File: src/rtl/aes_key_loader.sv
// aes_key_loader
//   Collects an AES cipher key as a stream of 32-bit words, assembles Nk words
//   in a shadow buffer, commits the whole key atomically onto keyOut, then
//   counts the downstream key-expansion settle time before raising keysValid.
//
// Parameters
//   Nk     : words per key (4/6/8)
//   Nr     : expansion rounds (10/12/14)
//   SETTLE : cycles from commit until every downstream round key is stable (>= 1)
//
// Ports
//   clk       : rising-edge clock
//   rst       : synchronous reset, active high, priority over all inputs
//   wordIn    : key word, most significant word first
//   wordValid : wordIn valid this cycle
//   wordReady : loader accepts a word this cycle
//   keyOut    : committed key, word 0 in bits [Nk*32-1 -: 32]
//   keysValid : round keys derived from keyOut are settled downstream
//   busy      : high while waiting for the expansion stage to settle
//   abort     : clears a partial load (only with KEYLOAD_ABORT_EN defined)
//
// Optional feature macro: KEYLOAD_ABORT_EN
module aes_key_loader #(
  parameter int unsigned Nk     = 4,
  parameter int unsigned Nr     = 10,
  parameter int unsigned SETTLE = Nr
) (
  input  logic              clk,
  input  logic              rst,
  input  logic [31:0]       wordIn,
  input  logic              wordValid,
  output logic              wordReady,
  output logic [Nk*32-1:0]  keyOut,
  output logic              keysValid,
  output logic              busy
`ifdef KEYLOAD_ABORT_EN
  ,
  input  logic              abort
`endif
);

  localparam int unsigned KeyW   = Nk * 32;
  localparam int unsigned CntW   = $clog2(Nk) + 1;
  localparam int unsigned SetW   = $clog2(SETTLE + 1);

  typedef enum logic [1:0] {
    StLoad,
    StSettle,
    StValid
  } state_e;

  state_e            state_q, state_d;
  logic [CntW-1:0]   word_count_q, word_count_d;
  logic [31:0]       shadow_q [Nk];
  logic [31:0]       shadow_d [Nk];
  logic [KeyW-1:0]   key_q, key_d;
  logic              keys_valid_q, keys_valid_d;
  logic [SetW-1:0]   settle_cnt_q, settle_cnt_d;

  logic              abort_req;
  logic              ready;
  logic              accept;
  logic              last_word;
  logic [KeyW-1:0]   commit_key;

`ifdef KEYLOAD_ABORT_EN
  assign abort_req = abort;
`else
  assign abort_req = 1'b0;
`endif

  // Abort masks ready so a word presented alongside it is never consumed.
  assign ready     = (state_q != StSettle) && !abort_req;
  assign accept    = wordValid && ready;
  assign last_word = (word_count_q == CntW'(Nk - 1));

  // The final word bypasses the shadow so the key lands whole on the commit edge.
  always_comb begin
    commit_key = '0;
    for (int unsigned i = 0; i < Nk - 1; i++) begin
      commit_key[KeyW - 1 - i * 32 -: 32] = shadow_q[i];
    end
    commit_key[31:0] = wordIn;
  end

  always_comb begin
    state_d      = state_q;
    word_count_d = word_count_q;
    shadow_d     = shadow_q;
    key_d        = key_q;
    keys_valid_d = keys_valid_q;
    settle_cnt_d = settle_cnt_q;

    unique case (state_q)
      StLoad, StValid: begin
        if (abort_req) begin
          word_count_d = '0;
          for (int unsigned i = 0; i < Nk; i++) begin
            shadow_d[i] = '0;
          end
        end else if (accept) begin
          for (int unsigned i = 0; i < Nk; i++) begin
            if (word_count_q == CntW'(i)) begin
              shadow_d[i] = wordIn;
            end
          end
          if (last_word) begin
            word_count_d = '0;
            key_d        = commit_key;
            keys_valid_d = 1'b0;
            settle_cnt_d = SetW'(SETTLE - 1);
            state_d      = StSettle;
          end else begin
            word_count_d = word_count_q + 1'b1;
          end
        end
      end

      StSettle: begin
        if (settle_cnt_q == '0) begin
          keys_valid_d = 1'b1;
          state_d      = StValid;
        end else begin
          settle_cnt_d = settle_cnt_q - 1'b1;
        end
      end

      default: begin
        state_d = StLoad;
      end
    endcase
  end

  always_ff @(posedge clk) begin
    if (rst) begin
      state_q      <= StLoad;
      word_count_q <= '0;
      key_q        <= '0;
      keys_valid_q <= 1'b0;
      settle_cnt_q <= '0;
      for (int unsigned i = 0; i < Nk; i++) begin
        shadow_q[i] <= '0;
      end
    end else begin
      state_q      <= state_d;
      word_count_q <= word_count_d;
      key_q        <= key_d;
      keys_valid_q <= keys_valid_d;
      settle_cnt_q <= settle_cnt_d;
      for (int unsigned i = 0; i < Nk; i++) begin
        shadow_q[i] <= shadow_d[i];
      end
    end
  end

  assign wordReady = ready;
  assign keyOut    = key_q;
  assign keysValid = keys_valid_q;
  assign busy      = (state_q == StSettle);

endmodule

File: config.mk
export PLATFORM = sky130hd
export DESIGN_NAME = aes_key_loader
export DESIGN_NICKNAME = d
export VERILOG_FILES = /design/src/rtl/aes_key_loader.sv
export SDC_FILE = /design/constraint.sdc
export NUM_CORES = 1
export LEC_CHECK = 0
export BUFFER_PORTS_ARGS = -buffer_cell sky130_fd_sc_hd__buf_2
export CORE_ASPECT_RATIO = 1.1
export CORE_UTILIZATION = 38
export DETAILED_ROUTE_END_ITERATION = 16
export HOLD_SLACK_MARGIN = 0.02
export MAX_ROUTING_LAYER = met4
export SYNTH_ARGS = -nofsm -noshare
export SYNTH_HDL_FRONTEND = slang
export SYNTH_SLANG_ARGS = --single-unit
File: constraint.sdc
create_clock -name clk -period 1.3 [get_ports clk]
set_input_delay 0.13 -clock clk [delete_from_list [all_inputs] [get_ports clk]]
set_output_delay 0.13 -clock clk [all_outputs]
set_load 0.05 [all_outputs]
==> reports/metrics.csv, run 1 <==
metric,value,unit
worst-path-buf-inv,4,
critical_path_data_required_time,1740,ps
status,"complete, but fails checks",
met2_usage_in_global_routing,40.5,%
vias,7886,
cts.sinks,234,
final_net_count,1319,
cp_slowest_stage_delay,360,ps
ys.warnings.count,0,
core_area,0.0214,sq mm
timing.final.crit_period,1540,ps
cp_cell_sequence,buf_4 > and4bb_4 > buf_12 > buf_12 > buf_16 > nand2_1 > a21oi_1,
drv.max_cap_violation_count,0,
leading_post_synthesis_cells_by_cell_area,"dfxtp_1 (56%), nand2_1 (20%), a21oi_1 (14%)",
worst_ep_arrival_time,1980,ps
n_fill_cell,1775,
vias_in_the_first_global_route,7300,
async_flop_share,0,%
power.density_cell_area,1240,mW/mm^2
crit_path_end_kind,flop,
worst_hold_slack,128,ps
worst_slack,-238,ps
vias_per_cell,4.97,
holdPathEnd,word_count_q[1],
synth_top_area_cell,dfxtp_1,
area.growth.synth_to_final,59.0,%
reg2reg_slack,-240,ps
synthesis.area,0.00834,sq mm
timing.hold.worst.class,in -> reg,
rsz0062_at_grt,true,
achievable-frequency,0.650,GHz
grt.busiest_layer,met2,
cpMaxStageDelayCell,dfxtp_4,
report.final.slew_viol_count,0,
worst_hold_startpoint,wordValid,
globalRoute.totalOverflow,0,
drt-pass1-iter-count,4,
worst_supply_voltage_drop_on_vdd,1130,uV
crit_family,buffers and inverters,
synth_cell_type_count,29,
setup_violations,251,
wire_length_of_the_first_global_routing_pass,39.8,mm
clk-insertion-delay-late,520,ps
clk_pin_slew,70,ps
dpl_cell_area,0.00973,sq mm
r2r_cells,7,
holdPathStages,5,
gp_routability_congestion,0.794,
routed_wire_length,28.2,mm
worst_slew_pin_slew,475,ps
global_route.usage.met1,28.4,%
cts_buffers,25,
seq_area_frac_synth,56.2,%
layout.cells.most_common_list,"nand2_1 (326), dfxtp_1 (228), a21oi_1 (146)",
final_common_cell,nand2_1,
timing.critical_path.mode_cell,buf_12,
violations,negative setup slack,
critical_path.startpoint_type,flop,
cellLeakagePower,5.25,nW
cts_tree,yes,
dp.final_hpwl,15.1,mm
ant_nets,0,
io_count,166,
number_of_rows_created_at_floorplan,56,
global_route.usage.met3,4.05,%
synth.net_count,1083,
worst_reg2reg_path_startpoint,state_q[0],
synth_area_per_cell,8.00,sq um
count_of_input_and_output_buffers,165,
synth_edf_count,0,
timing.final.hold_violations,0,
die_x,143,microns
initial_core_util,38.9,%
clock_tree.htree_level_count,1,
type_of_the_worst_setup_path,reg -> reg,
track_usage,23.6,%
drt_iter0_drc,420,
final.setup_skew,8.93,ps
final_design_area_no_fill,0.0133,sq mm
timing.rr.end,keyOut[17],
die_height,157,microns
die_area,0.0225,sq mm
detail_route.wl_per_cell,17.7,microns
drc_errors,0,
synth_largest_type_area_fraction,56.2,%
post_route_cells_drive_above_1_share,41.9,%
netlist_instances,1042,
timing.critical_path.fanout_max,9,
ys.flop_type,dfxtp_1,
cts-root-buf,clkbuf_16,
timing.final.crit_share,118,%
grt_start_max_net_pins,51,
setup_tns,-32720,ps
register_bit_count_reported_by_yosys,234,
cts.path.max_buffers,3,
max_slew_margin,68.3,%
antenna_found_initial,1,
power by group:
| group | internal, W | switching [W] | total, W |
|---|---|---|---|
| logic | 0.000594 | 0.000782 | 0.00138 |
| registers | 0.00731 | 0.000102 | 0.00741 |
| clock network | 0.00470 | 0.00298 | 0.00767 |
| total | 0.0126 | 0.00386 | 0.0165 |
worst min-delay path, cell delays in order:
cell and delay [ps]:
buf_2 110, buf_4 180, nand2b_1 90, nand2_1 70, a21oi_1 50
state kept, by name, indices dropped and copies added, names as in the netlist:
register / count
keyOut: 128
commit_key: 96
settle_cnt_q: 4
word_count_q: 3
state_q: 2
keysValid: 1
per-layer routing:
metal | up-vias | share of wire [%]
met5 | - | 0
met4 | 0 | 2.5
met3 | 54 | 5.1
met2 | 215 | 51
met1 | 3769 | 42
li1 | 3848 | -
layout make-up:
class	instances	area (sq um)	area share, %
repair buffers	290	2900	21.9
clock buffers	30	674	5.09
clock inverters	15	215	1.62
inverters	7	35.0	0.264
diodes	1	2.50	0.0189
multi-input cells	720	4370	33.0
well taps	290	363	2.74
flip-flops and latches	234	4700	35.4
kinds of logic (layout without fill, tap and decap cells):
kind of cell | after synthesis | after routing | share of synthesized area, %
flip-flops | 234 | 234 | 56.2
buffers and inverters | 88 | 342 | 5.78
other | 0 | 1 | 0
adder cells (fa/ha/maj) | 6 | 6 | 0.900
AND/OR/NAND/NOR | 477 | 477 | 22.8
AO/OA/AOI/OAI | 237 | 237 | 14.4
repair_timing:
action | 4_1_cts | 5_1_grt
hold buffers | 33 | 0
setup buffers | 23 | 8
cloned | 19 | 9
endpoints found under the hold margin | 138 | 0
gates resized for setup | 142 | 297
endpoints found under the setup margin | 241 | 271
pin swaps | 47 | 93
Yosys cell counts, drive strengths merged, types with 2 or more instances:
| cell type | n |
|---|---|
| buf | 53 |
| inv | 7 |
| nand2 | 451 |
| nor2 | 3 |
| dfxtp | 234 |
| nand3 | 2 |
| nor2b | 2 |
| and4bb | 2 |
| ha | 6 |
| clkbuf | 28 |
| nor3 | 2 |
| nor4bb | 2 |
| nand2b | 4 |
| nand4bb | 4 |
| a21oi | 232 |
how the worst max path moves through the flow:
stage          slack (ps)         endpoint  depth (start not counted)       startpoint
2_1_floorplan        -130  settle_cnt_q[3]                          5       state_q[0]
3_3_place_gp         -200  commit_key[117]                          6  word_count_q[1]
3_5_place_dp         -250  commit_key[126]                          6  word_count_q[1]
4_1_cts              -180             busy                          4       state_q[0]
5_1_grt              -310       keyOut[17]                          7  word_count_q[0]
6_report             -240       keyOut[17]                          7       state_q[0]
metrics by stage:
step                worst slack (ps)  total power, W  std cells  utilization [%]
finish                          -238          0.0165       1587             61.8
floorplan                       -127         0.00802       1042                -
CTS                             -177          0.0164       1576             56.6
global route                    -313          0.0170       1587             61.8
detailed placement              -247         0.00840       1457             45.4
global placement                -197         0.00838       1457             45.4
(Power assumes the default switching activity.)
==> inputs of run 2 (changes only) <==
Settings changed: CTS_BUF_LIST set to sky130_fd_sc_hd__clkbuf_16.
==> run 2 against run 1 <==
The flow still finishes with violations (negative setup slack); clock power is 2.7% lower; clock skew is 2.9 ps higher; global-route usage is 0.43 points higher; first-iteration DRC count is 11% lower; sequential share of layout area is 1.3 points higher; sequential cell count stayed put; via count is 0.76% higher; fmax is 1.5% higher; count of clock-buffer cells in the layout is 5 lower; sequential power hardly changed; critical endpoint is now keyOut[5]; cell count is 0.32% higher.
==> reports/metrics.csv, run 2 (synthesis results as in run 1) <==
metric,value,unit
vias_in_the_first_global_route,7460,
timing.hold.worst.class,in -> reg,
final_net_count,1324,
die_area,0.0225,sq mm
power.density_cell_area,1270,mW/mm^2
clock_tree.htree_level_count,1,
timing.critical_path.fanout_max,7,
timing.critical_path.from,state_q[0],
core_area,0.0214,sq mm
area.growth.synth_to_final,53.4,%
clk-insertion-delay-late,520,ps
timing.final.crit_share,117,%
worst_reg2reg_path_startpoint,state_q[0],
timing.final.crit_period,1510,ps
status,"complete, but fails checks",
max_slew_margin,73.0,%
drc_errors,0,
place_inst,1457,
clk_pin_slew,70,ps
rsz0062_at_grt,true,
report.final.slew_viol_count,0,
io_count,166,
count_of_input_and_output_buffers,165,
gp_routability_congestion,0.794,
drv.max_cap_violation_count,0,
setup_violations,242,
final.setup_skew,11.9,ps
post_route_cells_drive_above_1_share,36.4,%
cellLeakagePower,5.17,nW
drt-pass1-iter-count,4,
antenna_found_initial,1,
critical_path.startpoint_type,flop,
worst_slack,-215,ps
critical_path_data_required_time,1750,ps
die_height,157,microns
worst_ep_arrival_time,1970,ps
total_power,0.0162,W
cts.sinks,234,
track_usage,24.0,%
cts_tree,yes,
drt_iter0_drc,373,
detail_route.wl_per_cell,17.4,microns
initial_core_util,38.9,%
place_ws,-247,ps
cts.path.max_buffers,3,
globalRoute.totalOverflow,0,
worst_supply_voltage_drop_on_vdd,1060,uV
dp.final_hpwl,15.1,mm
timing.final.hold_violations,0,
wire_length_of_the_first_global_routing_pass,40.6,mm
die_x,143,microns
vias,7946,
worst_hold_startpoint,wordValid,
cts-root-buf,clkbuf_16,
vias_per_cell,4.99,
crit_path_end_kind,flop,
layout.cells.most_common_list,"nand2_1 (390), dfxtp_1 (229), buf_2 (162)",
type_of_the_worst_setup_path,reg -> reg,
fin_cells,1592,
grt_start_max_net_pins,51,
largest_reg_flops,128,
cts_buffers,25,
worst_slew_pin_slew,404,ps
ant_nets,0,
achievable-frequency,0.660,GHz
number_of_rows_created_at_floorplan,56,
routed_wire_length,27.7,mm
violations,negative setup slack,
final_common_cell,nand2_1,
-- run 2: through the flow --
step	hold WS [ps]	utilization, %	TNS (ps)	cell area [sq um]
after floorplan	266	-	-688	8420
after global placement	430	45.4	-25750	9730
after detailed placement	431	45.4	-34590	9730
after CTS	101	56.6	-24580	12100
after global routing	169	59.7	-46250	12800
final	129	59.7	-32770	12800
-- run 2: path summary, 6_finish.rpt --
check / depth (start not counted) / slack, ps / end
min reg2reg: 2 / 450 / keyOut[51]
max reg2reg: 7 / -210 / keyOut[5]
max: 7 / -210 / keyOut[5]
min: 5 / 130 / word_count_q[1]
-- run 2: layout make-up --
type / count / area, sq um
repair buffers: 295 / 2870
clock buffers: 25 / 626
well taps: 290 / 363
flip-flops and latches: 234 / 4700
diodes: 1 / 2.50
clock inverters: 20 / 234
fillers: 1873 / 8650
inverters: 7 / 35.0
multi-input cells: 720 / 3960
-- run 2: timing repair --
item | in CTS | in global routing
hold buffers | 33 | 0
endpoints found under the hold margin | 139 | 0
resized for setup | 111 | 139
gates cloned | 21 | 10
pin swaps | 32 | 54
setup buffers | 30 | 2
setup endpoints to repair | 239 | 268
-- run 2: critical path: stages, from the launching register on --
cell	delay, ps
dfxtp_4	360
buf_4	130
and4bb_4	370
buf_12	170
buf_12	110
buf_16	110
nand2_1	70
a21oi_1	120
-- run 2: layer usage --
layer	global-route usage [%]	share of wire (%)	wire, microns
met4	7.04	2.3	641
met2	41.6	51	14100
met5	-	0	0
met1	28.3	41	11400
met3	4.26	5.9	1630
-- run 2: power breakdown --
group	internal (W)	switching, W	leakage (nW)
registers	0.00731	0.0000898	1.90
clock network	0.00450	0.00296	0.423
logic	0.000593	0.000774	2.85
